==> config.mk <==
export PLATFORM = sky130hd
export DESIGN_NAME = alu_sequencer_flat
export DESIGN_NICKNAME = d
export VERILOG_FILES = /design/src/rtl/alu_sequencer_if.sv /design/src/rtl/alu_sequencer.sv /design/src/flat_wrapper.sv
export SDC_FILE = /design/constraint.sdc
export NUM_CORES = 1
export LEC_CHECK = 0
export CAP_MARGIN = 20
export CORE_ASPECT_RATIO = 1.1
export CORE_MARGIN = 2
export CORE_UTILIZATION = 35
export DETAILED_ROUTE_END_ITERATION = 12
export PLACE_DENSITY = 0.73
export REMOVE_ABC_BUFFERS = 1
export SETUP_SLACK_MARGIN = 0.05
export SLEW_MARGIN = 5
export SYNTH_ARGS = -nofsm -noshare
export SYNTH_HDL_FRONTEND = slang
export SYNTH_SLANG_ARGS = --single-unit
export TNS_END_PERCENT = 30
==> constraint.sdc <==
create_clock -name clock -period 2.2 [get_ports clock]
set_input_delay 0.33 -clock clock [delete_from_list [all_inputs] [get_ports clock]]
set_output_delay 0.33 -clock clock [all_outputs]
set_load 0.03 [all_outputs]
==> src/rtl/alu_sequencer_if.sv <==
// alu_sequencer_if: control bus between the ALU sequencer and its datapath/memory environment.
// Signals:
//   run        environment -> sequencer  start and continue fetch/execute
//   ir         environment -> sequencer  instruction register contents
//   mem_ready  environment -> sequencer  memory read data valid
//   Rin, Rout  sequencer -> datapath     one-hot register load / drive enables
//   PCout .. Cout                        single-bit datapath strobes
//   alu_op     sequencer -> datapath     ALU operation, 0 when idle
//   busy, error                          sequencer status
interface alu_sequencer_if #(
    parameter int NREG  = 16,
    parameter int OPC_W = 5
);
    logic             run;
    logic [31:0]      ir;
    logic             mem_ready;
    logic [NREG-1:0]  Rin;
    logic [NREG-1:0]  Rout;
    logic             PCout;
    logic             PCin;
    logic             IncPC;
    logic             MARin;
    logic             Read;
    logic             MDRin;
    logic             MDRout;
    logic             IRin;
    logic             Yin;
    logic             Zin;
    logic             Zlowout;
    logic             Zhighout;
    logic             HIin;
    logic             LOin;
    logic             Cout;
    logic [OPC_W-1:0] alu_op;
    logic             busy;
    logic             error;

    modport master (
        output run, ir, mem_ready,
        input  Rin, Rout, PCout, PCin, IncPC, MARin, Read, MDRin, MDRout, IRin,
               Yin, Zin, Zlowout, Zhighout, HIin, LOin, Cout, alu_op, busy, error
    );

    modport slave (
        input  run, ir, mem_ready,
        output Rin, Rout, PCout, PCin, IncPC, MARin, Read, MDRin, MDRout, IRin,
               Yin, Zin, Zlowout, Zhighout, HIin, LOin, Cout, alu_op, busy, error
    );
endinterface

==> src/rtl/alu_sequencer.sv <==
// alu_sequencer: Moore control sequencer for a single-bus ALU datapath (fetch, decode, execute).
// Ports:
//   clock  rising-edge clock
//   clear  asynchronous active-low reset
//   bus    alu_sequencer_if.slave: run/ir/mem_ready in; register enables, datapath strobes,
//          alu_op, busy and error out
module alu_sequencer #(
    parameter int               NREG    = 16,
    parameter int               OPC_W   = 5,
    parameter int               MEM_TO  = 15,
    parameter logic [OPC_W-1:0] OP_ADD  = 5'b00011,
    parameter logic [OPC_W-1:0] OP_SUB  = 5'b00100,
    parameter logic [OPC_W-1:0] OP_AND  = 5'b00101,
    parameter logic [OPC_W-1:0] OP_OR   = 5'b00110,
    parameter logic [OPC_W-1:0] OP_ADDI = 5'b01100,
    parameter logic [OPC_W-1:0] OP_ANDI = 5'b01101,
    parameter logic [OPC_W-1:0] OP_ORI  = 5'b01110,
    parameter logic [OPC_W-1:0] OP_MUL  = 5'b01111,
    parameter logic [OPC_W-1:0] OP_DIV  = 5'b10000
) (
    input logic            clock,
    input logic            clear,
    alu_sequencer_if.slave bus
);
    localparam int REGW = $clog2(NREG);
    localparam int WW   = $clog2(MEM_TO + 1);

    typedef enum logic [3:0] {IDLE, T0, T1, T2, T3, T4, T5, T6, ERR} state_t;

    state_t           r_state;
    logic [WW-1:0]    r_wait;
    logic             r_error;
    logic [OPC_W-1:0] r_op;
    logic [REGW-1:0]  r_ra;
    logic [REGW-1:0]  r_rc;

    function automatic logic is_rr(input logic [OPC_W-1:0] op);
        return op == OP_ADD || op == OP_SUB || op == OP_AND || op == OP_OR;
    endfunction

    function automatic logic is_imm(input logic [OPC_W-1:0] op);
        return op == OP_ADDI || op == OP_ANDI || op == OP_ORI;
    endfunction

    function automatic logic is_md(input logic [OPC_W-1:0] op);
        return op == OP_MUL || op == OP_DIV;
    endfunction

    function automatic logic [NREG-1:0] onehot(input logic [REGW-1:0] r);
        return {{(NREG-1){1'b0}}, 1'b1} << r;
    endfunction

    logic [OPC_W-1:0] w_op;
    logic [REGW-1:0]  w_ra;
    logic [REGW-1:0]  w_rb;
    logic [REGW-1:0]  w_rc;
    logic             w_legal;
    logic             w_md;
    logic             w_imm;
    logic             w_first;
    logic             w_unused_ir;

    assign w_op        = bus.ir[31 -: OPC_W];
    assign w_ra        = bus.ir[26 -: REGW];
    assign w_rb        = bus.ir[22 -: REGW];
    assign w_rc        = bus.ir[18 -: REGW];
    assign w_unused_ir = ^bus.ir[14:0];
    assign w_legal     = is_rr(w_op) || is_imm(w_op) || is_md(w_op);
    // Execute-phase decisions use the opcode captured at decode, so a reload of ir cannot disturb them.
    assign w_md        = is_md(r_op);
    assign w_imm       = is_imm(r_op);
    // The wait counter is zero only on the first T1 cycle; PC update happens exactly once there.
    assign w_first     = r_wait == '0;

    always_ff @(posedge clock or negedge clear) begin
        if (!clear) begin
            r_state <= IDLE;
            r_wait  <= '0;
            r_error <= 1'b0;
            r_op    <= '0;
            r_ra    <= '0;
            r_rc    <= '0;
        end else begin
            case (r_state)
                IDLE: r_state <= bus.run ? T0 : IDLE;
                T0: begin
                    r_state <= T1;
                    r_wait  <= '0;
                end
                T1: begin
                    r_wait <= r_wait + 1'b1;
                    if (bus.mem_ready) begin
                        r_state <= T2;
                    end else if (r_wait == WW'(MEM_TO - 1)) begin
                        r_state <= ERR;
                        r_error <= 1'b1;
                    end
                end
                T2: r_state <= T3;
                T3: begin
                    r_op <= w_op;
                    r_ra <= w_ra;
                    r_rc <= w_rc;
                    r_state <= w_legal ? T4 : ERR;
                    r_error <= !w_legal;
                end
                T4: r_state <= T5;
                T5: r_state <= w_md ? T6 : (bus.run ? T0 : IDLE);
                T6: r_state <= bus.run ? T0 : IDLE;
                // ERR holds until reset; any unreachable encoding is treated as a fault too.
                default: begin
                    r_state <= ERR;
                    r_error <= 1'b1;
                end
            endcase
        end
    end

    assign bus.PCout    = r_state == T0;
    assign bus.MARin    = r_state == T0;
    assign bus.IncPC    = r_state == T0;
    assign bus.Zin      = r_state == T0 || r_state == T4;
    assign bus.PCin     = r_state == T1 && w_first;
    assign bus.Zlowout  = (r_state == T1 && w_first) || r_state == T5;
    assign bus.Read     = r_state == T1;
    assign bus.MDRin    = r_state == T1;
    assign bus.MDRout   = r_state == T2;
    assign bus.IRin     = r_state == T2;
    assign bus.Yin      = r_state == T3 && w_legal;
    assign bus.Cout     = r_state == T4 && w_imm;
    assign bus.LOin     = r_state == T5 && w_md;
    assign bus.Zhighout = r_state == T6;
    assign bus.HIin     = r_state == T6;
    assign bus.alu_op   = r_state == T4 ? r_op : '0;
    // Only one register ever drives the bus: Rb at decode, Rc as the second operand.
    assign bus.Rout     = (r_state == T3 && w_legal) ? onehot(w_rb) :
                          (r_state == T4 && !w_imm)  ? onehot(r_rc) : '0;
    // R0 is hardwired, so a write to it is suppressed.
    assign bus.Rin      = (r_state == T5 && !w_md && r_ra != '0) ? onehot(r_ra) : '0;
    assign bus.busy     = r_state != IDLE && r_state != ERR;
    assign bus.error    = r_error;

    a_single_driver: assert property (@(posedge clock) disable iff (!clear)
        $onehot0(bus.Rin) && $onehot0(bus.Rout));
endmodule

==> src/flat_wrapper.sv <==
// flat-port wrapper written by rule: the top's interface ports become plain ports
module alu_sequencer_flat 
#(
    parameter int               NREG    = 16,
    parameter int               OPC_W   = 5,
    parameter int               MEM_TO  = 15,
    parameter logic [OPC_W-1:0] OP_ADD  = 5'b00011,
    parameter logic [OPC_W-1:0] OP_SUB  = 5'b00100,
    parameter logic [OPC_W-1:0] OP_AND  = 5'b00101,
    parameter logic [OPC_W-1:0] OP_OR   = 5'b00110,
    parameter logic [OPC_W-1:0] OP_ADDI = 5'b01100,
    parameter logic [OPC_W-1:0] OP_ANDI = 5'b01101,
    parameter logic [OPC_W-1:0] OP_ORI  = 5'b01110,
    parameter logic [OPC_W-1:0] OP_MUL  = 5'b01111,
    parameter logic [OPC_W-1:0] OP_DIV  = 5'b10000
)
  (clock, clear, bus_run, bus_ir, bus_mem_ready, bus_Rin, bus_Rout, bus_PCout, bus_PCin, bus_IncPC, bus_MARin, bus_Read, bus_MDRin, bus_MDRout, bus_IRin, bus_Yin, bus_Zin, bus_Zlowout, bus_Zhighout, bus_HIin, bus_LOin, bus_Cout, bus_alu_op, bus_busy, bus_error);
  alu_sequencer_if #(.NREG(NREG), .OPC_W(OPC_W)) bus_i ();
  input logic clock;
  input logic clear;
  input wire logic [$bits(bus_i.run)-1:0] bus_run;
  input wire logic [$bits(bus_i.ir)-1:0] bus_ir;
  input wire logic [$bits(bus_i.mem_ready)-1:0] bus_mem_ready;
  output wire logic [$bits(bus_i.Rin)-1:0] bus_Rin;
  output wire logic [$bits(bus_i.Rout)-1:0] bus_Rout;
  output wire logic [$bits(bus_i.PCout)-1:0] bus_PCout;
  output wire logic [$bits(bus_i.PCin)-1:0] bus_PCin;
  output wire logic [$bits(bus_i.IncPC)-1:0] bus_IncPC;
  output wire logic [$bits(bus_i.MARin)-1:0] bus_MARin;
  output wire logic [$bits(bus_i.Read)-1:0] bus_Read;
  output wire logic [$bits(bus_i.MDRin)-1:0] bus_MDRin;
  output wire logic [$bits(bus_i.MDRout)-1:0] bus_MDRout;
  output wire logic [$bits(bus_i.IRin)-1:0] bus_IRin;
  output wire logic [$bits(bus_i.Yin)-1:0] bus_Yin;
  output wire logic [$bits(bus_i.Zin)-1:0] bus_Zin;
  output wire logic [$bits(bus_i.Zlowout)-1:0] bus_Zlowout;
  output wire logic [$bits(bus_i.Zhighout)-1:0] bus_Zhighout;
  output wire logic [$bits(bus_i.HIin)-1:0] bus_HIin;
  output wire logic [$bits(bus_i.LOin)-1:0] bus_LOin;
  output wire logic [$bits(bus_i.Cout)-1:0] bus_Cout;
  output wire logic [$bits(bus_i.alu_op)-1:0] bus_alu_op;
  output wire logic [$bits(bus_i.busy)-1:0] bus_busy;
  output wire logic [$bits(bus_i.error)-1:0] bus_error;
  assign bus_i.run = bus_run;
  assign bus_i.ir = bus_ir;
  assign bus_i.mem_ready = bus_mem_ready;
  assign bus_Rin = bus_i.Rin;
  assign bus_Rout = bus_i.Rout;
  assign bus_PCout = bus_i.PCout;
  assign bus_PCin = bus_i.PCin;
  assign bus_IncPC = bus_i.IncPC;
  assign bus_MARin = bus_i.MARin;
  assign bus_Read = bus_i.Read;
  assign bus_MDRin = bus_i.MDRin;
  assign bus_MDRout = bus_i.MDRout;
  assign bus_IRin = bus_i.IRin;
  assign bus_Yin = bus_i.Yin;
  assign bus_Zin = bus_i.Zin;
  assign bus_Zlowout = bus_i.Zlowout;
  assign bus_Zhighout = bus_i.Zhighout;
  assign bus_HIin = bus_i.HIin;
  assign bus_LOin = bus_i.LOin;
  assign bus_Cout = bus_i.Cout;
  assign bus_alu_op = bus_i.alu_op;
  assign bus_busy = bus_i.busy;
  assign bus_error = bus_i.error;
  alu_sequencer #(.NREG(NREG), .OPC_W(OPC_W), .MEM_TO(MEM_TO), .OP_ADD(OP_ADD), .OP_SUB(OP_SUB), .OP_AND(OP_AND), .OP_OR(OP_OR), .OP_ADDI(OP_ADDI), .OP_ANDI(OP_ANDI), .OP_ORI(OP_ORI), .OP_MUL(OP_MUL), .OP_DIV(OP_DIV)) u_core (.clock(clock), .clear(clear), .bus(bus_i));
endmodule
==> results of run 1 <==
-- worst paths after layout --
| check | slack [ns] | end | cells past startpoint |
|---|---|---|---|
| setup / recovery | -0.40 | bus_Rin[1] | 5 |
| hold / removal | 0.41 | u_core.r_op[1] | 2 |
| setup reg to reg | 0.33 | u_core.r_state[0] | 10 |
| hold reg to reg | 0.53 | u_core.bus.error | 2 |
| max in group asynchronous | 1.56 | u_core.r_state[0] | 2 |
| min in group clock | 0.53 | u_core.bus.error | 2 |
-- power by group through the flow --
stage | sequential [mW] | combinational [mW] | clock (mW)
floorplan | 0.794 | 0.592 | 0
global placement | 0.781 | 0.961 | 0
detailed placement | 0.797 | 0.967 | 0
CTS | 0.787 | 0.992 | 0.386
global route | 0.831 | 1.13 | 0.397
finish | 0.799 | 1.02 | 0.378
-- kinds of logic after synthesis --
logic type | count (synthesis) | share of synthesized area [%]
AND/OR/NAND/NOR | 110 | 34.00
buffers and inverters | 26 | 7.397
multiplexers | 15 | 9.459
AO/OA/AOI/OAI | 42 | 15.01
other | 1 | 0.2132
XOR/XNOR | 1 | 0.4980
flip-flops | 22 | 31.29
adder cells (fa/ha/maj) | 3 | 2.134
-- sequential cells by signal, indices dropped and copies added, names as in the netlist --
signal,count
u_core.bus.error,1
u_core.r_rc,4
u_core.r_ra,4
u_core.r_op,5
u_core.r_wait,4
u_core.r_state,4
-- layout by cell type (no fill, tap or decap), types with 4 or more instances in the layout --
cell type,n
buf_6,10
nor3_1,6
and2_1,6
nor3b_1,5
inv_1,6
clkdlybuf4s15_1,4
mux2_2,13
nand2_1,19
buf_4,53
nor2_1,31
dlygate4sd2_1,7
o21ai_0,10
nand2b_1,6
nand3_1,5
a21oi_1,8
o21ai_1,5
nand3b_1,4
clkdlybuf4s50_1,21
dfrtp_1,22
-- through the flow --
stage	instances	setup WS [ns]	utilization, %	setup TNS [ns]
after floorplan	201	-1.400	-	-23.64
after global routing	361	-0.4703	55.43	-10.75
final	361	-0.3980	55.43	-6.784
after CTS	360	-0.3441	53.73	-7.347
after detailed placement	353	-0.3011	51.12	-3.276
after global placement	353	-0.2758	51.12	-3.085
-- worst max-delay path, stage by stage, from the launching register on --
cell and delay (ns):
dfrtp_1 0.41, or4b_4 0.54, and3b_2 0.27, or4b_4 0.51, nor2_1 0.11, buf_4 0.16
-- layer usage --
metal	share of wire, %	wire length, um	GRT usage [%]	vias to the layer above
met4	0.90	42	3.019	0
met1	43	2006	20.45	891
met3	5.6	261	2.311	6
met5	0	0	0	-
met2	51	2373	28.70	63
li1	-	-	-	942
-- synth_stat cells, types with 2 or more instances --
| library cell | n |
|---|---|
| buf_1 | 3 |
| nand3_1 | 7 |
| nand2_1 | 19 |
| buf_4 | 6 |
| a22oi_1 | 2 |
| nor2b_1 | 2 |
| nor3b_1 | 5 |
| nand3b_1 | 4 |
| and3_1 | 3 |
| o21ai_0 | 17 |
| ha_1 | 3 |
| nand4_1 | 3 |
| buf_2 | 2 |
| clkbuf_1 | 7 |
| o32ai_1 | 3 |
| nand2b_1 | 6 |
| nor3_1 | 9 |
| dfrtp_1 | 22 |
| nor2_1 | 34 |
| o22ai_1 | 5 |
| mux2i_1 | 2 |
| a32oi_1 | 2 |
| and2_1 | 6 |
| or2_2 | 2 |
| inv_1 | 6 |
| mux2_2 | 13 |
| or4b_4 | 2 |
| a21oi_1 | 8 |
-- repair_timing --
item,in CTS,in global routing
gates resized for setup,28,31
pin swaps,8,5
hold endpoints to repair,0,0
setup buffers,3,1
setup endpoints to repair,45,44
-- cell type report --
class,instances,area (um2),area share (%)
multi-input cells,172,1170,42.79
well taps,58,72.57,2.654
clock inverters,1,30.03,1.098
inverters,7,26.28,0.9611
clock buffers,3,41.29,1.510
flip-flops and latches,22,550.5,20.14
repair buffers,98,843.3,30.85
==> out/metrics.yaml, run 1 <==
logic_synthesis:
  netlist-cell-type-count: 45
  ys_seq_area_share_pct: 31.29
  synth_area_leaders: "dfrtp_1 (31%), mux2_2 (8.3%), nor2_1 (7.3%)"
  syn_area_um2: 1759
  yosysTopAreaCell: "dfrtp_1"
  synth_seq_cells: 22
  synth-edff-count: 0
  syn_area_per_cell_um2: 7.996
  postSynthCellCount: 220
  yosys_most_used_dff: "dfrtp_1"
  yosysTopAreaCellShare_pct: 31.29
  yosysWarnings: 0
  synthArstFlopShare_pct: 100.0
sta:
  period_share_pct: 118.1
  hold_viol: 0
  hold_ws_ns: 0.4109
  setup_violations: 31
  finClkSkew_ns: 0.007682
  rsz0062_at_grt: "yes"
  min_period_ns: 2.598
  max_clock_freq_mhz: 384.9
  setup_ws_ns: -0.3980
  slew_viol_final: 0
power_and_ir_drop:
  clockPowerShare_pct: 17.2
  p_leak_nw: 1.213
  swShare_pct: 42.47
  pwr-share-comb_pct: 46.3
  ir_drop_uv: 584.3
  power.density_nw_per_um2: 802.4
  pwr-share-seq_pct: 36.4
  total_power_mw: 2.194
  p_int_mw: 1.262
  switchingPower_mw: 0.9317
placed_design:
  placed_area_um2: 2521
  place_hpwl_mm: 3.510
  place.gp.congestion: 0.8756
  port_buffers: 73
job:
  maxCapViolCount: 0
layout:
  nFillCells: 472
  layout-drive-gt1-share_pct: 35.64
  area_delta_synth_final_pct: 55.41
  layout.nets: 343
  design_area_um2: 2734
  antennaDiodeCount: 0
detailed_routing:
  first_pass_iters: 4
  ant_nets: 0
  drtIter0Drc: 76
  drt_wl_total_mm: 4.683
  via_count: 1902
  viasPerCell: 5.269
  wire_per_inst_um: 12.97
  drc_errors: 0
die:
  start_util_pct: 35.67
  die_x_um: 71.60
  rows: 27
  io-pin-count: 90
  die_h_um: 78.36
  core-area_um2: 4932
  dieArea_um2: 5610
global_route:
  grt_first_pass_wirelength_mm: 7.562
  grt_max_degree: 23
  grt_usage_pct: 16.04
  antenna_found_initial: 0
  grt_pass1_vias: 1752
  grt_overflow: 0
clock_network:
  clock_latency_ns: 0.26
  htreeDepth: 1
  clkSlewWorstSetupHoldPaths_ns: 0.09
  cts_tree: "done"
  cts.path.max_buffers: 2
  cts_buffers: 3
  cts_hold_buffers: 0
  clock-root-buffer: "clkbuf_8"
  cts_sinks: 22
hold_path:
  min_path_type: "in2async"
critical_path:
  critPathLaunch: "u_core.r_state[3]"
  end_kind: "output port"
  worst-setup-path-type: "reg2out"
  crit_fanout: 3
  cp.required_ns: 1.87
  start_kind: "flop"
  reg2reg_from: "u_core.r_state[3]"
  arrival_ns: 2.27
outcome:
  violations: "setup timing"
  status: "finished with violations"
Note: power is estimated with default switching activity, not from simulation.
==> run 2: changes to the inputs <==
--- a/config.mk
+++ b/config.mk
@@ -13,6 +13,7 @@
 export PLACE_DENSITY = 0.73
 export REMOVE_ABC_BUFFERS = 1
 export SETUP_SLACK_MARGIN = 0.05
+export SKIP_CTS_REPAIR_TIMING = 1
 export SLEW_MARGIN = 5
 export SYNTH_ARGS = -nofsm -noshare
 export SYNTH_HDL_FRONTEND = slang
==> run 2 against run 1 <==
Compared with the run above:
- the run still ends with setup timing left
- via count shrank 0.63%
- register-to-register slack gained 0.11 ns
- global-route usage shrank 0.080 points
- largest cell class unchanged
- largest power group unchanged
==> out/metrics.yaml, run 2 (same netlist as run 1, synthesis figures left out) <==
detailed_routing:
  first_pass_iters: 4  # unchanged
  drc_errors: 0  # unchanged
  via_count: 1890  # was 1902
  wire_per_inst_um: 13.45  # was 12.97 um
  drt_wl_total_mm: 4.803  # was 4.683 mm
  drtIter0Drc: 54  # was 76
  ant_nets: 0  # unchanged
  viasPerCell: 5.294  # was 5.269
clock_network:
  cts_sinks: 22  # unchanged
  cts_buffers: 3  # unchanged
  clock-root-buffer: "clkbuf_8"  # unchanged
  htreeDepth: 1  # unchanged
  clock_latency_ns: 0.26  # about the same
  clkSlewWorstSetupHoldPaths_ns: 0.09  # about the same
  cts_tree: "done"  # unchanged
  cts.path.max_buffers: 2  # unchanged
outcome:
  violations: "setup timing"  # unchanged
  status: "finished with violations"  # unchanged
global_route:
  grt_usage_pct: 15.96  # was 16.04%
  grt_pass1_vias: 1722  # was 1752
  grt_max_degree: 23  # unchanged
  grt_overflow: 0  # unchanged
  grt_first_pass_wirelength_mm: 7.527  # was 7.562 mm
  antenna_found_initial: 0  # unchanged
layout:
  area_delta_synth_final_pct: 58.18  # was 55.41%
  largest_register: "u_core.r_op"  # unchanged
  layout_commonest_cell: "buf_4"  # unchanged
  final_cell_mix: "buf_4 (48), nor2_1 (31), clkdlybuf4s50_1 (21)"  # was buf_4 (53), nor2_1 (31), dfrtp_1 (22)
  antennaDiodeCount: 0  # unchanged
  nFillCells: 465  # was 472
  layout-drive-gt1-share_pct: 36.45  # was 35.64%
  layout.nets: 339  # was 343
  design_area_um2: 2783  # was 2734 um2
  largest_reg_flops: 5  # unchanged
critical_path:
  end_kind: "output port"  # unchanged
  arrival_ns: 2.27  # about the same
  r2r_cells: 6  # was 10
  crit_fanout: 4  # was 3
  cp.required_ns: 1.87  # about the same
  worst-setup-path-type: "reg2out"  # unchanged
  start_kind: "flop"  # unchanged
power_and_ir_drop:
  ir_drop_uv: 507.8  # was 584.3 uV
  p_leak_nw: 1.415  # was 1.213 nW
  power.density_nw_per_um2: 783.0  # was 802.4 nW/um2
die:
  die_x_um: 71.60  # unchanged
  rows: 27  # unchanged
  start_util_pct: 35.67  # unchanged
  core-area_um2: 4932  # unchanged
  io-pin-count: 90  # unchanged
  dieArea_um2: 5610  # unchanged
  die_h_um: 78.36  # unchanged
sta:
  setup_violations: 31  # unchanged
  min_period_ns: 2.598  # about the same
  slew_viol_final: 0  # unchanged
  rsz0062_at_grt: "yes"  # unchanged
  max_clock_freq_mhz: 384.9  # about the same
  period_share_pct: 118.1  # about the same
  setup_ws_ns: -0.3979  # was -0.3980 ns
  finClkSkew_ns: 0.01044  # was 0.007682 ns
  hold_viol: 0  # unchanged
placed_design:
  pre_cts_ws_ns: -0.3011  # unchanged
  port_buffers: 73  # unchanged
  placed_area_um2: 2521  # unchanged
  place_hpwl_mm: 3.510  # unchanged
  place.gp.congestion: 0.8756  # unchanged
job:
  maxCapViolCount: 0  # unchanged
hold_path:
  min_path_type: "in2async"  # unchanged
==> run 2: cell count changes in the layout (fill, tap and decap cells not counted), sizes merged <==
cell	previous run	this run
dlymetal6s2s	0	14
dlygate4sd2	7	0
clkdlybuf4s15	5	0
buf	63	59
clkbuf	5	3
==> run 2: area by class of cell <==
class | instances | area [um2] | area share, %
multi-input combinational | 172 | 1190 | 42.76
timing repair buffer | 94 | 869.6 | 31.25
sequential | 22 | 553.0 | 19.87
tap | 58 | 72.57 | 2.608
clock buffer | 3 | 41.29 | 1.484
clock inverter | 1 | 30.03 | 1.079
inverter | 7 | 26.28 | 0.9442
==> run 2: worst paths after layout <==
check	from	to	slack, ns
worst max-delay path	u_core.r_state[3]	bus_Rin[1]	-0.40
worst min-delay path	clear	u_core.r_op[1]	0.41
worst max register to register	u_core.r_state[3]	u_core.r_state[1]	0.44
worst min register to register	u_core.bus.error	u_core.bus.error	0.53
max in group asynchronous	clear	u_core.r_state[1]	1.54
min in group clock	u_core.bus.error	u_core.bus.error	0.53
==> run 2: through the flow <==
step	total power [mW]	hold WS, ns	utilization [%]	instances	TNS [ns]
2_1_floorplan	1.387	0.03441	-	201	-23.64
6_report	2.179	0.4074	56.42	357	-7.641
3_5_place_dp	1.764	0.5037	51.12	353	-3.276
4_1_cts	2.151	0.4165	52.56	357	-8.885
3_3_place_gp	1.742	0.5086	51.12	353	-3.085
5_1_grt	2.335	0.4429	56.42	357	-11.02
==> run 2: worst max-delay path, cell delays in order (launching register included) <==
cell and delay (ns):
dfrtp_2 0.45, or4b_4 0.54, and3b_2 0.26, or4b_4 0.49, nor2_1 0.10, buf_4 0.16
==> run 2: report_power, final <==
group	switching, mW	internal (mW)
registers	0.240	0.566
clock network	0.137	0.243
logic	0.541	0.452
==> run 2: layer usage <==
layer  global-route usage (%)  routed length [um]
met1                    20.61                2103
met2                    28.24                2436
met3                    2.311                 246
met4                    3.019                  17
met5                        0                   0
==> run 3: changes to the inputs <==
--- a/config.mk
+++ b/config.mk
@@ -10,6 +10,7 @@
 export CORE_MARGIN = 2
 export CORE_UTILIZATION = 35
 export DETAILED_ROUTE_END_ITERATION = 12
+export GPL_ROUTABILITY_DRIVEN = 0
 export PLACE_DENSITY = 0.73
 export REMOVE_ABC_BUFFERS = 1
 export SETUP_SLACK_MARGIN = 0.05
==> constraint.sdc (replaced) <==
create_clock -name clock -period 2.3 [get_ports clock]
set_input_delay 0.345 -clock clock [delete_from_list [all_inputs] [get_ports clock]]
set_output_delay 0.345 -clock clock [all_outputs]
set_load 0.03 [all_outputs]
==> run 3 against run 2 <==
Compared with the run above:
- the flow still finishes with violations (setup timing)
- sequential power fell by 3.7%
- sequential cell count stayed put
- final cell count is 0.28% higher
- global-route usage rose by 0.64 points
- first-iteration DRC count is 17% higher
- hold slack gained 0.019 ns
- sequential share of layout area fell by 0.098 points
- utilization up 0.15 points
- setup slack improved by 0.14 ns
- total power fell by 7.3%
- routed wire length increased by 1.8%
- largest power group unchanged
==> out/metrics.yaml, run 3 (same netlist as run 1, synthesis figures left out) <==
sta:
  hold_viol: 0  # unchanged
  period_share_pct: 111.4
  slew_viol_final: 0  # unchanged
  max_clock_freq_mhz: 390.3
  setup_ws_ns: -0.2623  # was -0.3979 ns
  min_period_ns: 2.562
  setup_violations: 31  # unchanged
  finClkSkew_ns: 0.002770  # was 0.01044 ns
  rsz0062_at_grt: "yes"  # unchanged
layout:
  area_delta_synth_final_pct: 58.61  # was 58.18%
  multi_input_area_um2: 1196  # was 1190 um2
  final_cell_mix: "buf_4 (48), nor2_1 (32), dfrtp_1 (21)"  # was buf_4 (48), nor2_1 (31), clkdlybuf4s50_1 (21)
  largest_reg_flops: 5  # unchanged
  layout.nets: 340  # was 339
  antennaDiodeCount: 0  # unchanged
  instances_no_fill: 358  # was 357
  nFillCells: 446  # was 465
  layout_commonest_cell: "buf_4"  # unchanged
  largest_register: "u_core.r_op"  # unchanged
  layout-drive-gt1-share_pct: 35.00  # was 36.45%
  regArea_um2: 551.8  # was 553.0 um2
detailed_routing:
  ant_nets: 0  # unchanged
  viasPerCell: 5.344  # was 5.294
  wire_per_inst_um: 13.66  # was 13.45 um
  via_count: 1913  # was 1890
  first_pass_iters: 4  # unchanged
  drc_errors: 0  # unchanged
  drtIter0Drc: 63  # was 54
  drt_wl_total_mm: 4.890  # was 4.803 mm
clock_network:
  clock-root-buffer: "clkbuf_8"  # unchanged
  clock_latency_ns: 0.26  # about the same
  cts_sinks: 22  # unchanged
  cts_tree: "done"  # unchanged
  cts_buffers: 3  # unchanged
  clkSlewWorstSetupHoldPaths_ns: 0.08  # was 0.09 ns
  cts.path.max_buffers: 2  # unchanged
  htreeDepth: 1  # unchanged
global_route:
  grt_pass1_vias: 1746  # was 1722
  grt_overflow: 0  # unchanged
  grt_first_pass_wirelength_mm: 7.734  # was 7.527 mm
  grt_max_degree: 23  # unchanged
  antenna_found_initial: 0  # unchanged
  grt_usage_pct: 16.60  # was 15.96%
die:
  die_h_um: 78.36  # unchanged
  io-pin-count: 90  # unchanged
  start_util_pct: 35.67  # unchanged
  rows: 27  # unchanged
  die_x_um: 71.60  # unchanged
  core-area_um2: 4932  # unchanged
  dieArea_um2: 5610  # unchanged
critical_path:
  crit_fanout: 4  # unchanged
  reg2reg_from: "u_core.r_state[1]"  # was u_core.r_state[3]
  rr_endpoint: "u_core.r_state[2]"  # was u_core.r_state[1]
  end_kind: "output port"  # unchanged
  rrSetupSlack_ns: 0.50  # was 0.44 ns
  cp.required_ns: 1.96  # was 1.87 ns
  arrival_ns: 2.22  # was 2.27 ns
  start_kind: "flop"  # unchanged
  r2r_cells: 9  # was 6
  worst-setup-path-type: "reg2out"  # unchanged
power_and_ir_drop:
  power.density_nw_per_um2: 723.6  # was 783.0 nW/um2
  pwr-share-comb_pct: 47.6  # was 45.6%
  p_int_mw: 1.141  # was 1.261 mW
  swShare_pct: 43.47  # was 42.11%
  ir_drop_uv: 520.8  # was 507.8 uV
  p_leak_nw: 1.481  # was 1.415 nW
  switchingPower_mw: 0.8775  # was 0.9174 mW
  clockPowerShare_pct: 13.9  # was 17.4%
  pwr-share-seq_pct: 38.5  # was 37.0%
job:
  maxCapViolCount: 0  # unchanged
placed_design:
  place_inst: 352  # was 353
  place_hpwl_mm: 3.581  # was 3.510 mm
  port_buffers: 73  # unchanged
  pre_cts_ws_ns: -0.2436  # was -0.3011 ns
hold_path:
  min_path_type: "in2async"  # unchanged
outcome:
  violations: "setup timing"  # unchanged
  status: "finished with violations"  # unchanged
[run 3: cell count changes in the layout (fill, tap and decap cells not counted), moves of 2 or more]
cell,before,now
buf_6,11,8
dlymetal6s2s_1,14,19
o22ai_1,1,3
o22ai_2,4,2
[run 3: power by group through the flow]
stage / Clock [mW] / Sequential, mW / Combinational, mW
2_1_floorplan: 0 / 0.760 / 0.567
3_3_place_gp: 0 / 0.748 / 0.936
3_5_place_dp: 0 / 0.760 / 0.952
4_1_cts: 0.292 / 0.753 / 0.956
5_1_grt: 0.310 / 0.814 / 1.07
6_report: 0.281 / 0.776 / 0.962
[run 3: metal layers]
layer / vias up / track usage [%] / routed length (um)
li1: 937 / - / -
met1: 910 / 21.63 / 2081
met2: 56 / 28.61 / 2457
met3: 10 / 2.439 / 261
met4: 0 / 4.151 / 90
met5: - / 0 / 0
[run 3: critical path: stages (launching register included)]
cell and delay (ns):
dfrtp_2 0.42, inv_2 0.05, or4b_4 0.50, and3b_2 0.25, or4b_4 0.48, nor2_1 0.10
buf_4 0.16
[run 3: worst max path at each step]
stage / start / cells past startpoint / slack, ns / to
2_1_floorplan: u_core.r_state[1] / 5 / -1.32 / bus_Rout[14]
3_3_place_gp: bus_ir[29] / 8 / -0.22 / bus_Rout[14]
3_5_place_dp: bus_ir[29] / 8 / -0.24 / bus_Rout[14]
4_1_cts: u_core.r_state[1] / 6 / -0.32 / bus_Rin[4]
5_1_grt: u_core.r_state[1] / 6 / -0.35 / bus_Rin[5]
6_report: u_core.r_state[1] / 6 / -0.26 / bus_Rin[5]
[run 3: metrics by stage]
stage                     power (mW)  TNS (ns)  instance area [um2]  hold WS (ns)  utilization [%]
final                          2.019    -3.704                 2790        0.4259            56.57
after global routing           2.193    -7.425                 2790        0.4577            56.57
after CTS                      2.001    -7.519                 2579        0.4388            52.28
after detailed placement       1.712    -2.583                 2524        0.5112            51.17
after global placement         1.685    -2.259                 2524        0.5201            51.17
after floorplan                1.326    -20.35                 1655       0.04941                -
[run 3: final cells by class]
class / count / area share (%)
multi-input cells: 172 / 42.87
clock buffers: 4 / 1.973
well taps: 58 / 2.601
repair buffers: 95 / 31.84
flip-flops and latches: 22 / 19.78
inverters: 7 / 0.9417
